===== src/rtl/cart_bus_pkg.sv =====
// Shared types for the cartridge bus scheduler: FSM encoding, grant owner, activity codes, defaults.
// Latency: none (package only).
// Backpressure: none (package only).
package cart_bus_pkg;

    localparam int M2_DIV_DEF     = 6;
    localparam int CHR_CYCLES_DEF = 4;
    localparam int ACT_HOLD_DEF   = 4095;

    typedef enum logic [2:0] {
        ST_IDLE        = 3'd0,
        ST_PRG_SETUP   = 3'd1,
        ST_PRG_ACCESS  = 3'd2,
        ST_CHR_STROBE  = 3'd3,
        ST_CHR_RECOVER = 3'd4
    } state_t;

    typedef enum logic {
        GRANT_PRG = 1'b0,
        GRANT_CHR = 1'b1
    } grant_t;

    typedef logic [1:0] act_code_t;

    localparam act_code_t ACT_PRG_RD = 2'b00;
    localparam act_code_t ACT_PRG_WR = 2'b01;
    localparam act_code_t ACT_CHR_RD = 2'b10;
    localparam act_code_t ACT_CHR_WR = 2'b11;

    // Activity code for a completed access; rw is 1 for read.
    function automatic act_code_t act_code_of(input logic is_chr, input logic rw);
        act_code_t code;
        case ({is_chr, rw})
            2'b01:   code = ACT_PRG_RD;
            2'b00:   code = ACT_PRG_WR;
            2'b11:   code = ACT_CHR_RD;
            default: code = ACT_CHR_WR;
        endcase
        return code;
    endfunction

endpackage


===== src/rtl/cart_bus_scheduler_if.sv =====
// Request/ack handshake and cartridge bus strobes of the scheduler, grouped as one bundle.
// Latency: none (wiring only).
// Backpressure: requests are level-held by the master until the one-cycle ack.
interface cart_bus_scheduler_if;
    import cart_bus_pkg::*;

    logic      prg_req;
    logic      prg_rw;
    logic      prg_ack;
    logic      chr_req;
    logic      chr_rw;
    logic      chr_ack;
    logic      m2;
    logic      cpu_rw;
    logic      cpu_oe;
    logic      romsel_en;
    logic      ppu_rd;
    logic      ppu_wr;
    logic      ppu_oe;
    act_code_t act_code;
    logic      act_valid;

    modport slave (
        input  prg_req, prg_rw, chr_req, chr_rw,
        output prg_ack, chr_ack, m2, cpu_rw, cpu_oe, romsel_en,
        output ppu_rd, ppu_wr, ppu_oe, act_code, act_valid
    );

    modport master (
        output prg_req, prg_rw, chr_req, chr_rw,
        input  prg_ack, chr_ack, m2, cpu_rw, cpu_oe, romsel_en,
        input  ppu_rd, ppu_wr, ppu_oe, act_code, act_valid
    );

endinterface


===== src/rtl/m2_divider.sv =====
// M2 phase generator: modulo-M2_DIV counter toggling m2 on wrap, plus look-ahead phase strobes.
// Latency: strobes are high in the clock before the edge they describe.
// Backpressure: none, free-running.
module m2_divider
    import cart_bus_pkg::*;
#(
    parameter int M2_DIV = M2_DIV_DEF
) (
    input  logic master_clock,
    input  logic nreset,
    output logic m2,
    output logic win_start,
    output logic rise_next,
    output logic last_high_next
);

    logic [4:0] cnt;
    logic       started;
    logic       half_end;

    // The first edge after reset only arms the divider, so the clock it opens
    // keeps the reset phase (counter 0, m2 low) and is therefore a PRG window.
    assign half_end       = started && (cnt == 5'(M2_DIV - 1));
    assign win_start      = !started || (half_end && m2);
    assign rise_next      = half_end && !m2;
    assign last_high_next = started && m2 && (cnt == 5'(M2_DIV - 2));

    // Phase counter and m2 flop.
    always_ff @(posedge master_clock or negedge nreset) begin
        if (!nreset) begin
            cnt     <= '0;
            m2      <= 1'b0;
            started <= 1'b0;
        end else if (!started) begin
            started <= 1'b1;
        end else if (half_end) begin
            cnt <= '0;
            m2  <= ~m2;
        end else begin
            cnt <= cnt + 5'd1;
        end
    end

endmodule


===== src/rtl/cart_bus_scheduler.sv =====
// Cartridge bus scheduler: alternates CPU (PRG) and PPU (CHR) accesses around a generated M2 clock.
// Latency: PRG starts on an M2-low window and acks 2*M2_DIV-1 clocks later; CHR starts on the sampling edge, acks after CHR_CYCLES.
// Backpressure: requests are level-held until the one-cycle ack; a started access always completes.
module cart_bus_scheduler
    import cart_bus_pkg::*;
#(
    parameter int M2_DIV     = M2_DIV_DEF,
    parameter int CHR_CYCLES = CHR_CYCLES_DEF,
    parameter int ACT_HOLD   = ACT_HOLD_DEF
) (
    input  logic                master_clock,
    input  logic                nreset,
    cart_bus_scheduler_if.slave bus
);

    localparam int HW = $clog2(ACT_HOLD + 1);

    logic      m2;
    logic      win_start;
    logic      rise_next;
    logic      last_high_next;

    state_t    state, state_nxt;
    grant_t    last_grant, grant_nxt;
    logic      lat_rw, rw_nxt;
    logic [3:0] cyc, cyc_nxt;

    logic      prg_ok, chr_ok;
    logic      prg_ack_nxt, chr_ack_nxt;
    logic      cpu_act, ppu_act;

    logic      cpu_rw_q, cpu_oe_q, romsel_q;
    logic      ppu_rd_q, ppu_wr_q, ppu_oe_q;
    logic      prg_ack_q, chr_ack_q;
    act_code_t act_code_q;
    logic      act_valid_q;
    logic [HW-1:0] hold_q;

    m2_divider #(.M2_DIV(M2_DIV)) u_div (
        .master_clock   (master_clock),
        .nreset         (nreset),
        .m2             (m2),
        .win_start      (win_start),
        .rise_next      (rise_next),
        .last_high_next (last_high_next)
    );

    // FSM state, grant history, latched direction and CHR strobe counter.
    always_ff @(posedge master_clock or negedge nreset) begin
        if (!nreset) begin
            state      <= ST_IDLE;
            last_grant <= GRANT_CHR;
            lat_rw     <= 1'b1;
            cyc        <= '0;
        end else begin
            state      <= state_nxt;
            last_grant <= grant_nxt;
            lat_rw     <= rw_nxt;
            cyc        <= cyc_nxt;
        end
    end

    // Arbitration and next-state: under contention the side that did not win
    // last has priority, so a waiting PRG also blocks new CHR until its window.
    always_comb begin
        state_nxt = state;
        grant_nxt = last_grant;
        rw_nxt    = lat_rw;
        cyc_nxt   = cyc;
        prg_ok    = win_start && bus.prg_req && (!bus.chr_req || last_grant == GRANT_CHR);
        chr_ok    = bus.chr_req && !prg_ok && !(bus.prg_req && last_grant == GRANT_CHR);

        case (state)
            ST_IDLE: begin
                if (prg_ok) begin
                    state_nxt = ST_PRG_SETUP;
                    grant_nxt = GRANT_PRG;
                    rw_nxt    = bus.prg_rw;
                end else if (chr_ok) begin
                    state_nxt = ST_CHR_STROBE;
                    grant_nxt = GRANT_CHR;
                    rw_nxt    = bus.chr_rw;
                    cyc_nxt   = 4'(CHR_CYCLES - 1);
                end
            end
            ST_PRG_SETUP: begin
                if (rise_next) state_nxt = ST_PRG_ACCESS;
            end
            ST_PRG_ACCESS: begin
                if (win_start) state_nxt = ST_IDLE;
            end
            ST_CHR_STROBE: begin
                if (cyc == '0) state_nxt = ST_CHR_RECOVER;
                else           cyc_nxt   = cyc - 4'd1;
            end
            ST_CHR_RECOVER: state_nxt = ST_IDLE;
            default:        state_nxt = ST_IDLE;
        endcase

        prg_ack_nxt = (state == ST_PRG_ACCESS) && last_high_next;
        chr_ack_nxt = (state_nxt == ST_CHR_STROBE) && (cyc_nxt == '0);
        cpu_act     = (state_nxt == ST_PRG_SETUP) || (state_nxt == ST_PRG_ACCESS);
        ppu_act     = (state_nxt == ST_CHR_STROBE);
    end

    // Registered bus strobes, acks and activity reporting (all drop at once on reset).
    always_ff @(posedge master_clock or negedge nreset) begin
        if (!nreset) begin
            cpu_rw_q    <= 1'b1;
            cpu_oe_q    <= 1'b1;
            romsel_q    <= 1'b0;
            ppu_rd_q    <= 1'b1;
            ppu_wr_q    <= 1'b1;
            ppu_oe_q    <= 1'b1;
            prg_ack_q   <= 1'b0;
            chr_ack_q   <= 1'b0;
            act_code_q  <= ACT_PRG_RD;
            act_valid_q <= 1'b0;
            hold_q      <= '0;
        end else begin
            cpu_rw_q  <= cpu_act ? rw_nxt : 1'b1;
            cpu_oe_q  <= !cpu_act;
            romsel_q  <= (state_nxt == ST_PRG_ACCESS);
            ppu_rd_q  <= !(ppu_act && rw_nxt);
            ppu_wr_q  <= !(ppu_act && !rw_nxt);
            ppu_oe_q  <= !ppu_act;
            prg_ack_q <= prg_ack_nxt;
            chr_ack_q <= chr_ack_nxt;
            if (prg_ack_nxt || chr_ack_nxt) begin
                act_code_q  <= act_code_of(chr_ack_nxt, rw_nxt);
                act_valid_q <= 1'b1;
                hold_q      <= HW'(ACT_HOLD - 1);
            end else if (hold_q != '0) begin
                hold_q <= hold_q - HW'(1);
            end else begin
                act_valid_q <= 1'b0;
            end
        end
    end

    assign bus.m2        = m2;
    assign bus.cpu_rw    = cpu_rw_q;
    assign bus.cpu_oe    = cpu_oe_q;
    assign bus.romsel_en = romsel_q;
    assign bus.ppu_rd    = ppu_rd_q;
    assign bus.ppu_wr    = ppu_wr_q;
    assign bus.ppu_oe    = ppu_oe_q;
    assign bus.prg_ack   = prg_ack_q;
    assign bus.chr_ack   = chr_ack_q;
    assign bus.act_code  = act_code_q;
    assign bus.act_valid = act_valid_q;

endmodule


===== src/flat_wrapper.sv =====
// flat-port wrapper written by rule: the top's interface ports become plain ports
module cart_bus_scheduler_flat import cart_bus_pkg::*;
#(
    parameter int M2_DIV     = M2_DIV_DEF,
    parameter int CHR_CYCLES = CHR_CYCLES_DEF,
    parameter int ACT_HOLD   = ACT_HOLD_DEF
)
  (master_clock, nreset, bus_prg_req, bus_prg_rw, bus_chr_req, bus_chr_rw, bus_prg_ack, bus_chr_ack, bus_m2, bus_cpu_rw, bus_cpu_oe, bus_romsel_en, bus_ppu_rd, bus_ppu_wr, bus_ppu_oe, bus_act_code, bus_act_valid);
  cart_bus_scheduler_if bus_i ();
  input  logic master_clock;
  input  logic nreset;
  input wire logic [$bits(bus_i.prg_req)-1:0] bus_prg_req;
  input wire logic [$bits(bus_i.prg_rw)-1:0] bus_prg_rw;
  input wire logic [$bits(bus_i.chr_req)-1:0] bus_chr_req;
  input wire logic [$bits(bus_i.chr_rw)-1:0] bus_chr_rw;
  output wire logic [$bits(bus_i.prg_ack)-1:0] bus_prg_ack;
  output wire logic [$bits(bus_i.chr_ack)-1:0] bus_chr_ack;
  output wire logic [$bits(bus_i.m2)-1:0] bus_m2;
  output wire logic [$bits(bus_i.cpu_rw)-1:0] bus_cpu_rw;
  output wire logic [$bits(bus_i.cpu_oe)-1:0] bus_cpu_oe;
  output wire logic [$bits(bus_i.romsel_en)-1:0] bus_romsel_en;
  output wire logic [$bits(bus_i.ppu_rd)-1:0] bus_ppu_rd;
  output wire logic [$bits(bus_i.ppu_wr)-1:0] bus_ppu_wr;
  output wire logic [$bits(bus_i.ppu_oe)-1:0] bus_ppu_oe;
  output wire logic [$bits(bus_i.act_code)-1:0] bus_act_code;
  output wire logic [$bits(bus_i.act_valid)-1:0] bus_act_valid;
  assign bus_i.prg_req = bus_prg_req;
  assign bus_i.prg_rw = bus_prg_rw;
  assign bus_i.chr_req = bus_chr_req;
  assign bus_i.chr_rw = bus_chr_rw;
  assign bus_prg_ack = bus_i.prg_ack;
  assign bus_chr_ack = bus_i.chr_ack;
  assign bus_m2 = bus_i.m2;
  assign bus_cpu_rw = bus_i.cpu_rw;
  assign bus_cpu_oe = bus_i.cpu_oe;
  assign bus_romsel_en = bus_i.romsel_en;
  assign bus_ppu_rd = bus_i.ppu_rd;
  assign bus_ppu_wr = bus_i.ppu_wr;
  assign bus_ppu_oe = bus_i.ppu_oe;
  assign bus_act_code = bus_i.act_code;
  assign bus_act_valid = bus_i.act_valid;
  cart_bus_scheduler #(.M2_DIV(M2_DIV), .CHR_CYCLES(CHR_CYCLES), .ACT_HOLD(ACT_HOLD)) u_core (.master_clock(master_clock), .nreset(nreset), .bus(bus_i));
endmodule

===== config.mk =====
export PLATFORM = sky130hd
export DESIGN_NAME = cart_bus_scheduler_flat
export DESIGN_NICKNAME = d
export VERILOG_FILES = /design/src/rtl/cart_bus_pkg.sv /design/src/rtl/cart_bus_scheduler_if.sv /design/src/rtl/m2_divider.sv /design/src/rtl/cart_bus_scheduler.sv /design/src/flat_wrapper.sv
export SDC_FILE = /design/constraint.sdc
export NUM_CORES = 1
export LEC_CHECK = 0
export CORE_ASPECT_RATIO = 1.75
export CORE_MARGIN = 2
export CORE_UTILIZATION = 58
export DETAILED_ROUTE_END_ITERATION = 10
export PLACE_DENSITY_LB_ADDON = 0.08
export SETUP_SLACK_MARGIN = 0.05
export SYNTH_ARGS = -nofsm -noshare
export SYNTH_HDL_FRONTEND = slang
export SYNTH_SLANG_ARGS = --single-unit

===== constraint.sdc =====
create_clock -name master_clock -period 5.3 [get_ports master_clock]
set_input_delay 0.53 -clock master_clock [delete_from_list [all_inputs] [get_ports master_clock]]
set_output_delay 0.53 -clock master_clock [all_outputs]
set_load 0.02 [all_outputs]

==> summary.txt <==
Outcome
  • Status: complete, no violations

Synthesis
  • Synth area leaders: dfrtp_1 (43%), dfstp_2 (9.9%), xor2_1 (5.7%)
  • Asr flop ratio synth: 100%
  • Syn nets: 189
  • Netlist cell types: 44
  • Share of the synthesized area in the top cell type: a little over two fifths
  • EDFF count, synth: 0
  • Synth Cell Area: 0.00185 mm2
  • Syn avg cell area: roughly 10 um2
  • Top_reg_cell synth: dfrtp_1
  • Synth warn: 0
  • Post-synthesis cell count: between 150 and 200
  • Area leader, netlist: dfrtp_1
  • Post-synth top cells: dfrtp_1 (32), nand2_1 (25), nor2_1 (13)
  • #FFs+latches synth: 39
  • Register area share after synthesis: 53.1%
  • Most common cell in the netlist: dfrtp_1

Routing
  • Wire per inst: between 10 and 15 um
  • Post-DRT Antenna Nets: 0
  • Pre-antenna DRT Iters: 6
  • Routed wire length: 3.57 mm
  • DR vias: 1312
  • Residual DRC count: 0
  • 1st-iter DRT viols: 43
  • Vias per cell: about 5.4

Layout
  • Fin util: 69.0%
  • Layout cells sized above 1: 13.1%
  • Area growth syn-to-layout: 15.6%
  • Nets: 209
  • Antenna cell count: 0
  • Post-Layout Cell Count: roughly 240

STA
  • Worst-Margin Slew: around 0.85 ns
  • Final Setup Violations: 0
  • Relative slew slack: between 40 and 50%
  • Achievable Freq: 0.455 GHz
  • Final hold vios: 0
  • Setup TNS: 0 ns
  • Final worst clock skew: roughly 0.0057 ns
  • WHS: 0.343 ns
  • Fin crit period: 2.20 ns
  • Period utilization: 41.4%
  • RSZ-0062 raised after global routing: no
  • Slew Viols, Final: 0

Setup path
  • Reg2reg end: u_core.bus.act_code[0]
  • R2R setup slack: 3.10 ns
  • Crit Path Category: reg2reg
  • Crit Path Max Fanout: 13
  • R2r worst-path depth: 5
  • CP Launch Type: flip-flop
  • Reg-to-reg critical path startpoint: u_core.cyc[0]
  • WP data required: 5.48 ns
  • CP Capture Type: flip-flop
  • CP arrival: about 2.4 ns
  • Worst Setup SP: u_core.cyc[0]

Clock tree
  • Buffer count from post-CTS setup fixing: 0
  • CTS tree: yes
  • CTS Hold Bufs: 0
  • Post-CTS resize count: 0
  • CTS root buffer: clkbuf_8
  • Clock Path Buffers: 2
  • CTS Buf Count: 5
  • Clk sink count: 39
  • Skew-Pair Late Insertion Delay: 0.29 ns
  • Worst-path clk slew: ~0.080 ns
  • H-tree depth: 2

Pwr
  • Clock Power Share: 16.7%
  • Int Pwr: 0.727 mW
  • Pwr Density: 543 mW/mm2
  • Net Sw Power: 0.437 mW
  • Comb power frac: 39.7%
  • Design Power: 1.16 mW
  • Sw frac: approximately 38%
  • P_leak: 0.893 nW
  • Peak supply drop: a little under 400 uV
  • Seq pwr share: a little over two fifths

Global routing
  • Pin count of the biggest net entering global routing: 40
  • GRT Total Usage: 22.3%
  • Overflow after GRT: 0
  • Initial antenna violation count: 0
  • First-pass GRT wire length: 5.78 mm
  • Vias in the first global route: 1364

Floorplan
  • Starting Density: 59.7%
  • Die area: approximately 0.0037 mm2
  • Die Height: slightly below 80 um
  • Die Span X: 46.7 um
  • Top-level I/O count: 18
  • # rows: 27
  • Core ar.: 0.00311 mm2

Place
  • GP Congestion: 0.750
  • Port bufs: 17
  • Placed cells: 234
  • HPWL Detailed: around 2.7 mm

Hold path
  • Hold Crit Class: in2async

Run
  • Max Cap Viol: 0
## layer usage
metal	vias to the layer above	routed length, um	GRT usage [%]
met2	17	2120	42.9
met4	0	65	8.89
met5	-	0	0
met1	646	1280	20.2
met3	7	98	5.45
li1	642	-	-
## registers in the layout (all words and copies together) (netlist names), 2 cells and up
| name | count |
|---|---|
| u_core.bus.act_code | 2 |
| u_core.cyc | 4 |
| u_core.hold_q | 12 |
| u_core.state | 3 |
| u_core.u_div.cnt | 5 |
## cells in the final DEF (no fill, tap or decap), types with 2 or more instances in the layout
cell	n
a21bo_2	2
clkbuf_8	5
clkdlybuf4s50_1	16
dfrtp_1	32
dfstp_2	7
ha_1	5
inv_1	10
nand2_1	25
nand2b_1	3
nand3_1	8
nand4_1	5
nor2_1	13
nor2b_1	3
nor3_1	9
nor3b_1	4
o21ai_0	3
o22ai_1	2
xnor2_1	5
xor2_1	12
## logic make-up after synthesis
group / count (synthesis) / share of synthesized area, %
buffers and inverters: 14 / 2.83
muxes: 3 / 1.75
other: 1 / 0.202
AOI/OAI and AO/OA: 15 / 6.75
and+or+nand+nor: 84 / 24.0
DFF: 39 / 53.1
adders and majority gates: 5 / 3.37
xor gates and xnor gates: 17 / 8.03
## worst max path at each step
| stage | slack [ns] | to | cells past startpoint |
|---|---|---|---|
| 6_report | 3.10 | u_core.bus.act_code[0] | 5 |
| 4_1_cts | 3.06 | u_core.bus.act_code[0] | 5 |
| 2_1_floorplan | 3.45 | u_core.bus.act_code[0] | 5 |
| 3_5_place_dp | 3.03 | u_core.bus.act_code[0] | 6 |
| 3_3_place_gp | 3.07 | u_core.bus.act_code[0] | 6 |
| 5_1_grt | 2.85 | u_core.bus.cpu_rw | 7 |
## cell type report
type / count / area [um2]
clock buffers: 6 / 72.6
multi-input cells: 125 / 817
flip-flops and latches: 39 / 985
well taps: 43 / 53.8
repair buffers: 17 / 165
clock inverters: 2 / 12.5
fillers: 255 / 965
inverters: 10 / 37.5
## worst max-delay path, cell delays in order (launching register included)
cell and delay (ns):
dfrtp_1 0.42, nor3_1 0.25, xor2_1 0.23, nor3_1 0.12, nor2_1 0.67, mux2_1 0.38
## power by group through the flow
stage                     Combinational, mW  Sequential [mW]  Clock [mW]
after global routing                  0.513            0.522       0.213
after CTS                             0.470            0.509       0.200
after global placement                0.443            0.509           0
after detailed placement              0.467            0.513           0
after floorplan                       0.292            0.532           0
final                                 0.462            0.509       0.194
## per-stage QoR
| stage | cell area (um2) | worst slack (ns) |
|---|---|---|
| floorplan | 1850 | 3.45 |
| global placement | 2060 | 3.07 |
| detailed placement | 2060 | 3.03 |
| CTS | 2140 | 3.06 |
| global route | 2140 | 2.85 |
| finish | 2140 | 3.10 |
No activity file was read; power rests on OpenSTA's default activity.
